## config.mk

```make
export PLATFORM = sky130hd
export DESIGN_NAME = ws2812_tx
export DESIGN_NICKNAME = d
export VERILOG_FILES = /design/src/rtl/ws2812_tx.sv
export SDC_FILE = /design/constraint.sdc
export NUM_CORES = 1
export LEC_CHECK = 0
export BUFFER_PORTS_ARGS = -buffer_cell sky130_fd_sc_hd__buf_4
export CAP_MARGIN = 20
export CORE_MARGIN = 8
export CORE_UTILIZATION = 52
export DETAILED_ROUTE_END_ITERATION = 16
export PLACE_DENSITY = 0.69
export RECOVER_POWER = 100
export SETUP_SLACK_MARGIN = 0.15
export SYNTH_ARGS = -nofsm -noshare
export SYNTH_HDL_FRONTEND = slang
export SYNTH_SLANG_ARGS = --single-unit
```

## constraint.sdc

```tcl
create_clock -name clk -period 3 [get_ports clk]
set_input_delay 0.3 -clock clk [delete_from_list [all_inputs] [get_ports clk]]
set_output_delay 0.3 -clock clk [all_outputs]
set_load 0.03 [all_outputs]
```

## src/rtl/ws2812_tx.sv

```systemverilog
// WS2812 single-wire LED transmitter: serialises one 24-bit RGB word MSB first
// as fixed-period high/low pulses and handshakes with a frame sequencer.
module ws2812_tx #(
  parameter int T0H       = 20,
  parameter int T1H       = 40,
  parameter int TBIT      = 62,
  parameter int LOAD_WAIT = 3
) (
  input  logic        clk,
  input  logic        rst_n,
  input  logic        tx_en,
  input  logic [23:0] RGB,
  output logic        tx_done,
  output logic        dout
);

  localparam int CW = (TBIT > 1) ? $clog2(TBIT) : 1;
  localparam int LW = (LOAD_WAIT > 1) ? $clog2(LOAD_WAIT) : 1;

  localparam logic [CW-1:0] CYC_LAST  = CW'(TBIT - 1);
  localparam logic [CW-1:0] HIGH_0    = CW'(T0H);
  localparam logic [CW-1:0] HIGH_1    = CW'(T1H);
  localparam logic [LW-1:0] LOAD_LAST = LW'(LOAD_WAIT - 1);
  localparam logic [4:0]    BIT_LAST  = 5'd23;

  localparam logic [1:0] IDLE = 2'd0;
  localparam logic [1:0] LOAD = 2'd1;
  localparam logic [1:0] SEND = 2'd2;
  localparam logic [1:0] DONE = 2'd3;

  logic [1:0]    state_q, state_d;
  logic [LW-1:0] load_cnt_q, load_cnt_d;
  logic [CW-1:0] cyc_q, cyc_d;
  logic [4:0]    bit_q, bit_d;
  logic [23:0]   shift_q, shift_d;
  logic          dout_q, dout_d;
  logic          done_pulse_q, done_pulse_d;

  // NOTE: every variable gets a default at the top of always_comb so no path
  // leaves it unassigned; otherwise synthesis infers a latch.
  always_comb begin
    state_d    = state_q;
    load_cnt_d = load_cnt_q;
    cyc_d      = cyc_q;
    bit_d      = bit_q;
    shift_d    = shift_q;

    case (state_q)
      IDLE: begin
        if (tx_en) begin
          state_d    = LOAD;
          load_cnt_d = '0;
        end
      end
      LOAD: begin
        if (load_cnt_q == LOAD_LAST) begin
          load_cnt_d = '0;
          if (tx_en) begin
            shift_d = RGB;
            bit_d   = '0;
            cyc_d   = '0;
            state_d = SEND;
          end else begin
            state_d = IDLE;
          end
        end else begin
          load_cnt_d = load_cnt_q + 1'b1;
        end
      end
      SEND: begin
        if (cyc_q == CYC_LAST) begin
          cyc_d = '0;
          if (bit_q == BIT_LAST) begin
            state_d = DONE;
          end else begin
            bit_d   = bit_q + 5'd1;
            shift_d = {shift_q[22:0], 1'b0};
          end
        end else begin
          cyc_d = cyc_q + 1'b1;
        end
      end
      DONE: begin
        state_d    = LOAD;
        load_cnt_d = '0;
      end
      default: state_d = IDLE;
    endcase

    // Output is decoded from next-state values so the registered dout lines up
    // with the cycle counter and bits stay back-to-back.
    dout_d       = (state_d == SEND) && (cyc_d < (shift_d[23] ? HIGH_1 : HIGH_0));
    done_pulse_d = (state_d == DONE);
  end

  // NOTE: sequential state uses non-blocking assignments so all registers
  // update together from pre-edge values, independent of statement order.
  always_ff @(posedge clk or negedge rst_n) begin
    if (!rst_n) begin
      state_q      <= IDLE;
      load_cnt_q   <= '0;
      cyc_q        <= '0;
      bit_q        <= '0;
      shift_q      <= '0;
      dout_q       <= 1'b0;
      done_pulse_q <= 1'b0;
    end else begin
      state_q      <= state_d;
      load_cnt_q   <= load_cnt_d;
      cyc_q        <= cyc_d;
      bit_q        <= bit_d;
      shift_q      <= shift_d;
      dout_q       <= dout_d;
      done_pulse_q <= done_pulse_d;
    end
  end

  // Only tx_en is combinational here, so ready drops the cycle tx_en rises.
  assign tx_done = ((state_q == IDLE) && !tx_en) || done_pulse_q;
  assign dout    = dout_q;

endmodule
```

Yosys cells after proc, flatten, opt, wreduce, memory -nomap -nowiden
Cells that the tools add are included.
Word-level totals
  bits in registers: 41
  output and inout bits: 2
  word-level logic and storage cells: 58
Cells by class
  add/sub/neg operators: 3
  $lt $le $gt $ge: 1
  eq/ne operators: 13
  muxes and demuxes: 24
  reduce and logical (&&, ||, !) cells: 9
Operators by type and width (count)
  2-to-1 mux 24 bit: 4
  one-hot mux 24 bit (2 select lines): 1
  2-to-1 mux 6 bit: 4
  2-to-1 mux 5 bit: 4
  2-to-1 mux 2 bit: 7
  one-hot mux 6 bit (2 select lines): 1
  equality test 2 bit, second input constant: 5
  inequality test 2 bit, second input constant: 5
  one-hot mux 5 bit (2 select lines): 1
  one-hot mux 2 bit (4 select lines): 1
  adder 6 x 1 -> 6 bit, second input constant: 1
  equality test 6 bit, second input constant: 1
  less-than comparator 6 bit: 1
  one-hot mux 2 bit (3 select lines): 1
  adder 5 x 1 -> 5 bit, second input constant: 1
  equality test 5 bit, second input constant: 1
  AND reduction 5 bit: 1
  nonzero test 3 bit: 1
  adder 2 x 1 -> 2 bit, second input constant: 1
  equality test 2 x 1 -> 1 bit, second input constant: 1
  logical AND 1 bit: 2
  logical NOT 2 bit: 1
  AND reduction 2 bit: 1
  nonzero test 2 bit: 1
  other kinds (2): 2

Longest topological paths before layout
Gate-level depths: netlist of the first run.
  word-level depth: 7
  gate-level depth with buffers: 11
  gate-level depth less buffers: 10

Worst setup path before layout of the first run
Ideal clock, no wire load.
  path type: register -> register
  from: register state_q[0]
  to: register dout_q (netlist: dout)
  library setup time: 122 ps
  arrival time: 2102 ps
  data required time: 2878 ps
  setup slack: 776 ps
  stages on the path, launching flop included: 11
  period minus slack after synthesis: 2224 ps
  path through: dfrtp_1 > inv_1 > ha_1 > clkbuf_2 > a21boi_1 > a21boi_0 > nor2_1 > inv_1 > ha_1 > o211ai_1 > o2111a_1
Between the ends
  longest elaborated chain between the ends: 5
  elaborated cells on any way between the ends: 15
RTL lines
  start, declared: line 31  | logic [1:0] state_q, state_d;
  start signal, assigned: line 108  | state_q <= state_d;
  equality test 2 bit / equality test 2 x 1 -> 1 bit (equally long branches): line 48  | case (state_q)
  one-hot mux 24 bit (2 select lines) (*): line 48
  net shift_d[23]: line 35  | logic [23:0] shift_q, shift_d;
  2-to-1 mux 6 bit (*): line 92  | dout_d = (state_d == SEND) && (cyc_d < (shift_d[23] ? HIGH_1 : HIGH_0));
  less-than comparator 6 bit (*): line 92
  logical AND 1 bit (*): line 92
  net dout_d: line 36  | logic dout_q, dout_d;
  end signal, assigned: line 113  | dout_q <= dout_d;
  end, declared: line 36
Mark *: on every way through the listed nets, which the timed path passes. The rest lies on a longest branch.
A chain may end at the register's enable or synchronous reset.

Worst setup path after layout of the first run
  from: register state_q[1]
  to: register dout_q (netlist: dout)
Between the ends
  longest elaborated chain between the ends: 5
  elaborated cells on any way between the ends: 15
RTL lines
  2-to-1 mux 2 bit: line 73  | if (bit_q == BIT_LAST) begin
  2-to-1 mux 2 bit: line 71  | if (cyc_q == CYC_LAST) begin
  one-hot mux 2 bit (4 select lines) (*): line 48
  net state_d[1]: line 31
  equality test 2 bit (*): line 92
  logical AND 1 bit (*): line 92
  net dout_d: line 36
Marked as above.

==> qor.txt, run 1 <==
Status = finished, final reports clean
Number of synthesized flops with an enable pin = 0
Height of the die = 81.2 um
FF+latch count, synth = 41
Post-Syn Area per Cell = 9.57 sq um
Die ar. = 6590 sq um
Endpoints failing setup = 0
Fin Setup TNS = 0 ns
Max Clk Rate = 377 MHz
Total grt overflow = 0
Seq pwr share = 57.3%
GP Congestion = 0.841
GR Util All Layers = 15.1%
Period utilization = 88.3%
Slew Limit Fails = 0
Row count = 23
Pleak = 1.13 nW
R2r setup slk = 0.35 ns
Crit Path Class = flop to flop
Critical path endpoint category = flop
Max-cap violation count = 0
Worst-Margin Slew = 1.02 ns
CTS tree = yes
Final worst setup slack = 0.350 ns
Arr. time, crit path = 2.88 ns
First-pass GRT wire length = 7820 um
Most frequent cells in the layout = dfrtp_1, nand2_1, o21ai_0
CTS root buf = clkbuf_8
Post-route ant nets = 0
Max stage delay cell, worst path = clkbuf_1
Drt pass-1 iters = 4
Initial antenna violation count = 0
Reg2reg start = state_q[1]
Via/cell ratio = 5.69
Layout cells sized above 1 = 16.3%
Clock transition at path regs = 0.08 ns
R2R cell count = 7
Pin count of the biggest net entering global routing = 42
Pre-CTS WS = 0.484 ns
Diode count = 0
Post-Synthesis Cells = 231
Crit-path cells = inv_1 > ha_1 > and4b_1 > clkbuf_1 > nor2_1 > o22ai_1 > o2111a_1
Hpwl dp = 3320 um
Crit Path Max Fanout = 23
Post-synth ARST share = 100%
Worst Path Buf+Inv = 2
PD cells = 387 nW/um^2
CP delay by family, top = buffers and inverters
Ys flop type = dfrtp_1
DIE WIDTH = 81.2 um
Post-DR wirelength/cell = 15.6 um
H-tree levels = 2
Worst Hold End = shift_q[5]
Synth Area in Adders = 6.80%
Skew-Pair Late Insertion Delay = 0.30 ns
Nets = 297
Library cells used by synthesis = 40
Commonest non-fill, non-tap cell in the layout = dfrtp_1
Final critical-path required period = 2.65 ns
Register area share after synthesis = 46.4%
Hold depth = 3
Fill count = 344
Crit start category = flop
Mapped Nets = 270
Simple-Gate Fraction of Synth Area = 16.9%
RSZ-0062 raised after global routing = false
Switch share = 21.5%
Hold Path Origin = RGB[5]
Data required, critical path = 3.23 ns
Final wirelength = 4810 um
Final Hold Fails = 0
Core area = 4060 sq um
Quantity of I/O buffers inserted on ports = 28
TritonCTS Buffers = 5
Pint = 0.000756 W
Area Growth Syn to Fin = 12.7%
Max_slew headroom = 31.9%
Total number of vias = 1,751
Fin Clk Skew = 0.00895 ns
Vias in the first global route = 1,705
Synth Area in XOR/XNOR = 0.793%
Final Util = 61.4%
CTS-repair resized insts = 0
CP max stage delay = 0.77 ns
CTS sink cnt = 41
Residual DRC = 0
Largest family of logic cells by synthesized area = compound AO/OA/AOI/OAI gates
Worst R2R End = dout
1st-iter DRT viols = 121
Multiplexer area fraction after synthesis = 1.02%
Initial Util = 54.5%
Clk buf depth = 2
Total power = 0.000963 W
Synthesized area = 2210 sq um
Clock power share = 38.7%
Hold Path Class = primary input to flop
Comb pwr share = 4.0%
Num ports = 29
Synth warnings = 0
Max VDD drop = 292 uV
Compound-Gate Fraction of Synth Area = 21.9%
Sw power = 0.000207 W
[worst max-delay path by stage]
stage	start	endpoint	slack, ns	cells after the start
finish	state_q[1]	dout	0.35	7
CTS	state_q[0]	dout	0.46	8
floorplan	state_q[0]	dout	0.78	10
detailed placement	state_q[0]	dout	0.48	9
global placement	state_q[0]	dout	0.59	9
global route	state_q[1]	dout	0.14	7
[area by class of cell]
class	instances	area, sq um	area share [%]
clock buffers	6	82.6	3.31
clock inverters	1	7.51	0.301
inverters	11	41.3	1.66
multi-input cells	166	1040	41.6
flip-flops and latches	41	1030	41.2
well taps	50	62.6	2.51
repair buffers	33	234	9.39
[per-layer routing]
metal	global-route usage, %	vias up	wire (um)
met2	23.7	33	2180
met3	4.53	5	234
met4	4.64	0	43
met5	0	-	0
met1	19.5	831	2350
li1	-	882	-
[power groups by stage]
stage | clock, W | sequential, W | combinational (W)
after floorplan | 0 | 0.000563 | 0.000000876
after global placement | 0 | 0.000563 | 0.0000391
after detailed placement | 0 | 0.000563 | 0.0000390
after CTS | 0.000385 | 0.000552 | 0.0000402
after global routing | 0.000409 | 0.000552 | 0.0000428
final | 0.000373 | 0.000552 | 0.0000386
[cell families (layout without fill, tap and decap cells)]
group,count (synthesis),after routing
XOR/XNOR,2,2
flip-flops,41,41
adder cells (fa/ha/maj),12,12
AO/OA/AOI/OAI,74,74
buffers and inverters,24,51
multiplexers,2,2
AND/OR/NAND/NOR,76,76
[cells in the mapped netlist, drive strengths merged, types with 2 or more instances]
cell	count	area (sq um)
o31ai	3	22.5
o21ai	34	174
xnor2	2	17.5
nor2	8	35.0
buf	9	77.6
mux2	2	22.5
a21boi	2	15.0
inv	11	41.3
dfrtp	41	1030
nand3	10	50.1
clkbuf	4	17.5
nand4	5	31.3
nor3	7	35.0
o211ai	3	22.5
a21o	3	22.5
a22oi	22	165
and4b	2	20.0
nand2	34	128
ha	12	150
a21oi	4	31.3
and3	2	12.5
[through the flow]
step           std cells  area [sq um]  hold WS (ns)
5_1_grt              308          2490         0.304
3_5_place_dp         300          2420         0.315
3_3_place_gp         300          2420         0.311
4_1_cts              308          2520         0.287
6_report             308          2490         0.301
2_1_floorplan        231          2210       0.00441
[flip-flops by register name, indices dropped and copies added (netlist names)]
register      count
shift_q          24
bit_q             5
load_cnt_q        2
done_pulse_q      1
state_q           2
cyc_q             6
dout              1
[what timing repair did]
item	4_1_cts	5_1_grt
endpoints found under the hold margin	34	0
hold buffers	1	0
setup buffers	0	0
[worst reg2reg max path, delay by kind of cell, from the launching register on]
family,cells,cell delay [ns]
adders and majority gates,1,0.26
AOI/OAI and AO/OA,2,0.55
DFF,1,0.42
and+or+nand+nor,2,0.45
buffers and inverters,2,0.91
No activity file was read; power rests on OpenSTA's default activity.
==> run 2: changes to the inputs <==
--- a/config.mk
+++ b/config.mk
@@ -12,6 +12,7 @@
 export DETAILED_ROUTE_END_ITERATION = 16
 export PLACE_DENSITY = 0.69
 export RECOVER_POWER = 100
+export REMOVE_ABC_BUFFERS = 1
 export SETUP_SLACK_MARGIN = 0.15
 export SYNTH_ARGS = -nofsm -noshare
 export SYNTH_HDL_FRONTEND = slang
==> run 2 against run 1 <==
- sequential cell count unchanged
- non-clock buffer count up 1
- utilization up 0.89 points
- first-iteration DRC count rose by 2.5%
- sequential power about the same
- cell count increased by 0.65%
- final area is 1.5% higher
- combinational power shrank 1%
- worst hold slack improved by 0.0040 ns
- global-route usage grew 0.85 points
- die area did not move
- clock-buffer cell count increased by 1
- critical path type unchanged
- largest cell class unchanged
- largest power group unchanged
==> qor.txt, run 2 (synthesis results as in run 1) <==
Seq pwr share = 52.7% (-4.6 points)
R2R cell count = 9 (+2)
Worst R2R End = dout
Max Clk Rate = 383 MHz (+1.4%)
RSZ-0062 raised after global routing = false
Period utilization = 87.1% (-1.2 points)
CTS sink cnt = 41 (unchanged)
Comb pwr share = 3.6% (-0.4 points)
Endpoints failing setup = 0 (unchanged)
CTS-repair resized insts = 0 (unchanged)
Worst Setup SP = state_q[0]
CP delay by family, top = compound AO/OA/AOI/OAI gates
Final critical-path required period = 2.61 ns (-0.0366 ns)
Final Hold Fails = 0 (unchanged)
Layout cells sized above 1 = 16.5% (+0.26 points)
Reg2reg start = state_q[0]
Pint = 0.000845 W (+12%)
Via/cell ratio = 5.77 (+1.6%)
Worst Path Buf+Inv = 2 (unchanged)
Hold depth = 3 (unchanged)
Multi-input logic area = 1040 sq um (+0.60%)
Data required, critical path = 3.18 ns (-0.05 ns)
Nets = 298 (+0.34%)
TritonCTS Buffers = 5 (unchanged)
Fill count = 366 (+6.4%)
Post-route ant nets = 0 (unchanged)
GR Util All Layers = 15.9% (+0.85 points)
Max reg flops = 24 (unchanged)
PD cells = 415 nW/um^2 (+7.2%)
First-pass GRT wire length = 8330 um (+6.5%)
Num ports = 29 (unchanged)
Final wirelength = 4780 um (-0.62%)
Residual DRC = 0 (unchanged)
Crit Path Max Fanout = 8 (-65%)
Drt pass-1 iters = 4 (unchanged)
Core area = 4060 sq um (unchanged)
Clk buf depth = 2 (unchanged)
Seq. cell area = 1030 sq um (unchanged)
CTS tree = yes
Height of the die = 81.2 um (unchanged)
H-tree levels = 2 (unchanged)
Hold Path Origin = RGB[13]
Largest Register = shift_q
Crit start category = flop
Cell area after layout = 2530 sq um (+1.5%)
Initial Util = 54.5% (unchanged)
Arr. time, crit path = 2.80 ns (-0.08 ns)
Worst Hold End = shift_q[13]
Commonest non-fill, non-tap cell in the layout = dfrtp_1
Hpwl dp = 3340 um (+0.75%)
R2r setup slk = 0.39 ns (+0.04 ns)
Sw power = 0.000202 W (-2.3%)
Post-DR wirelength/cell = 15.4 um (-1.3%)
Critical path endpoint category = flop
Clock transition at path regs = 0.08 ns (about the same)
1st-iter DRT viols = 124 (+2.5%)
Fin Setup TNS = 0 ns (unchanged)
Worst-Margin Slew = 1.00 ns (-0.0210 ns)
Max-cap violation count = 0 (unchanged)
Most frequent cells in the layout = dfrtp_1, nand2_1, o21ai_0
Row count = 23 (unchanged)
Skew-Pair Late Insertion Delay = 0.29 ns (about the same)
Max VDD drop = 266 uV (-8.7%)
Crit Path Class = flop to flop
Cell area after placement = 2420 sq um (+0.31%)
Switch share = 19.3% (-2.2 points)
Max_slew headroom = 33.3% (+1.4 points)
CTS root buf = clkbuf_8
Total number of vias = 1,790 (+2.2%)
Clock power share = 43.7% (+5.0 points)
Max stage delay cell, worst path = ha_1
Regs by FF count = shift_q (24), cyc_q (6), bit_q (5)
GP Congestion = 0.849 (+0.99%)
CP max stage delay = 0.43 ns (-0.34 ns)
Area Growth Syn to Fin = 14.4%
Diode count = 0 (unchanged)
Status = finished, final reports clean
Crit-path cells = inv_1 > ha_1 > a21boi_0 > a21boi_0 > nor2_1 > inv_1 > ha_1 > o211ai_1 > o2111a_1
Pin count of the biggest net entering global routing = 42 (unchanged)
Quantity of I/O buffers inserted on ports = 28 (unchanged)
DIE WIDTH = 81.2 um (unchanged)
Hold Path Class = primary input to flop
Vias in the first global route = 1,841 (+8.0%)
Die ar. = 6590 sq um (unchanged)
Fin Clk Skew = 0.00765 ns (-0.00130 ns)
Initial antenna violation count = 0 (unchanged)
Total grt overflow = 0 (unchanged)
Pleak = 1.15 nW (+1.6%)
Slew Limit Fails = 0 (unchanged)
==> run 2: worst min-delay path, cell delays in order <==
cell	delay, ns
buf_4	0.08
a22oi_1	0.06
o21ai_0	0.13
==> run 2: layer usage <==
| metal | routed length [um] | vias up | GRT usage [%] |
|---|---|---|---|
| met4 | 56 | 0 | 5.89 |
| met3 | 237 | 6 | 4.64 |
| met1 | 2230 | 855 | 20.2 |
| met5 | 0 | - | 0 |
| met2 | 2250 | 38 | 25.1 |
| li1 | - | 891 | - |
==> run 2: power by group through the flow <==
stage | registers [W] | clock network (W) | logic (W)
after global routing | 0.000552 | 0.000491 | 0.0000427
after detailed placement | 0.000563 | 0 | 0.0000388
final | 0.000552 | 0.000458 | 0.0000381
after CTS | 0.000552 | 0.000466 | 0.0000399
after global placement | 0.000563 | 0 | 0.0000389
after floorplan | 0.000563 | 0 | 0.000000876
==> run 2: repair_timing <==
item	in CTS	in global routing
hold endpoints to repair	18	0
hold buffers	1	0
setup buffers	0	0
==> run 2: cell type report <==
type / instances / share of cell area [%]
Inverter: 11 / 1.63
Clock buffer: 7 / 3.42
Clock inverter: 1 / 1.19
Sequential cell: 41 / 40.6
Multi-Input combinational cell: 166 / 41.3
Timing Repair Buffer: 34 / 9.41
Tap cell: 50 / 2.48
==> run 2: worst max path at each step <==
stage,to,slack [ns],cells past startpoint
final,dout,0.39,9
after global routing,dout,0.17,9
after CTS,dout,0.54,9
after detailed placement,dout,0.55,9
after global placement,dout,0.62,8
after floorplan,dout,0.55,9
==> run 2: stage by stage <==
stage / instances / power [W] / hold slack [ns] / worst slack (ns) / utilization, %
3_5_place_dp: 301 / 0.000602 / 0.315 / 0.555 / 59.8
5_1_grt: 310 / 0.00109 / 0.304 / 0.168 / 62.3
2_1_floorplan: 218 / 0.000564 / 0.00441 / 0.548 / -
6_report: 310 / 0.00105 / 0.305 / 0.387 / 62.3
4_1_cts: 310 / 0.00106 / 0.291 / 0.538 / 62.9
3_3_place_gp: 301 / 0.000602 / 0.314 / 0.616 / 59.8
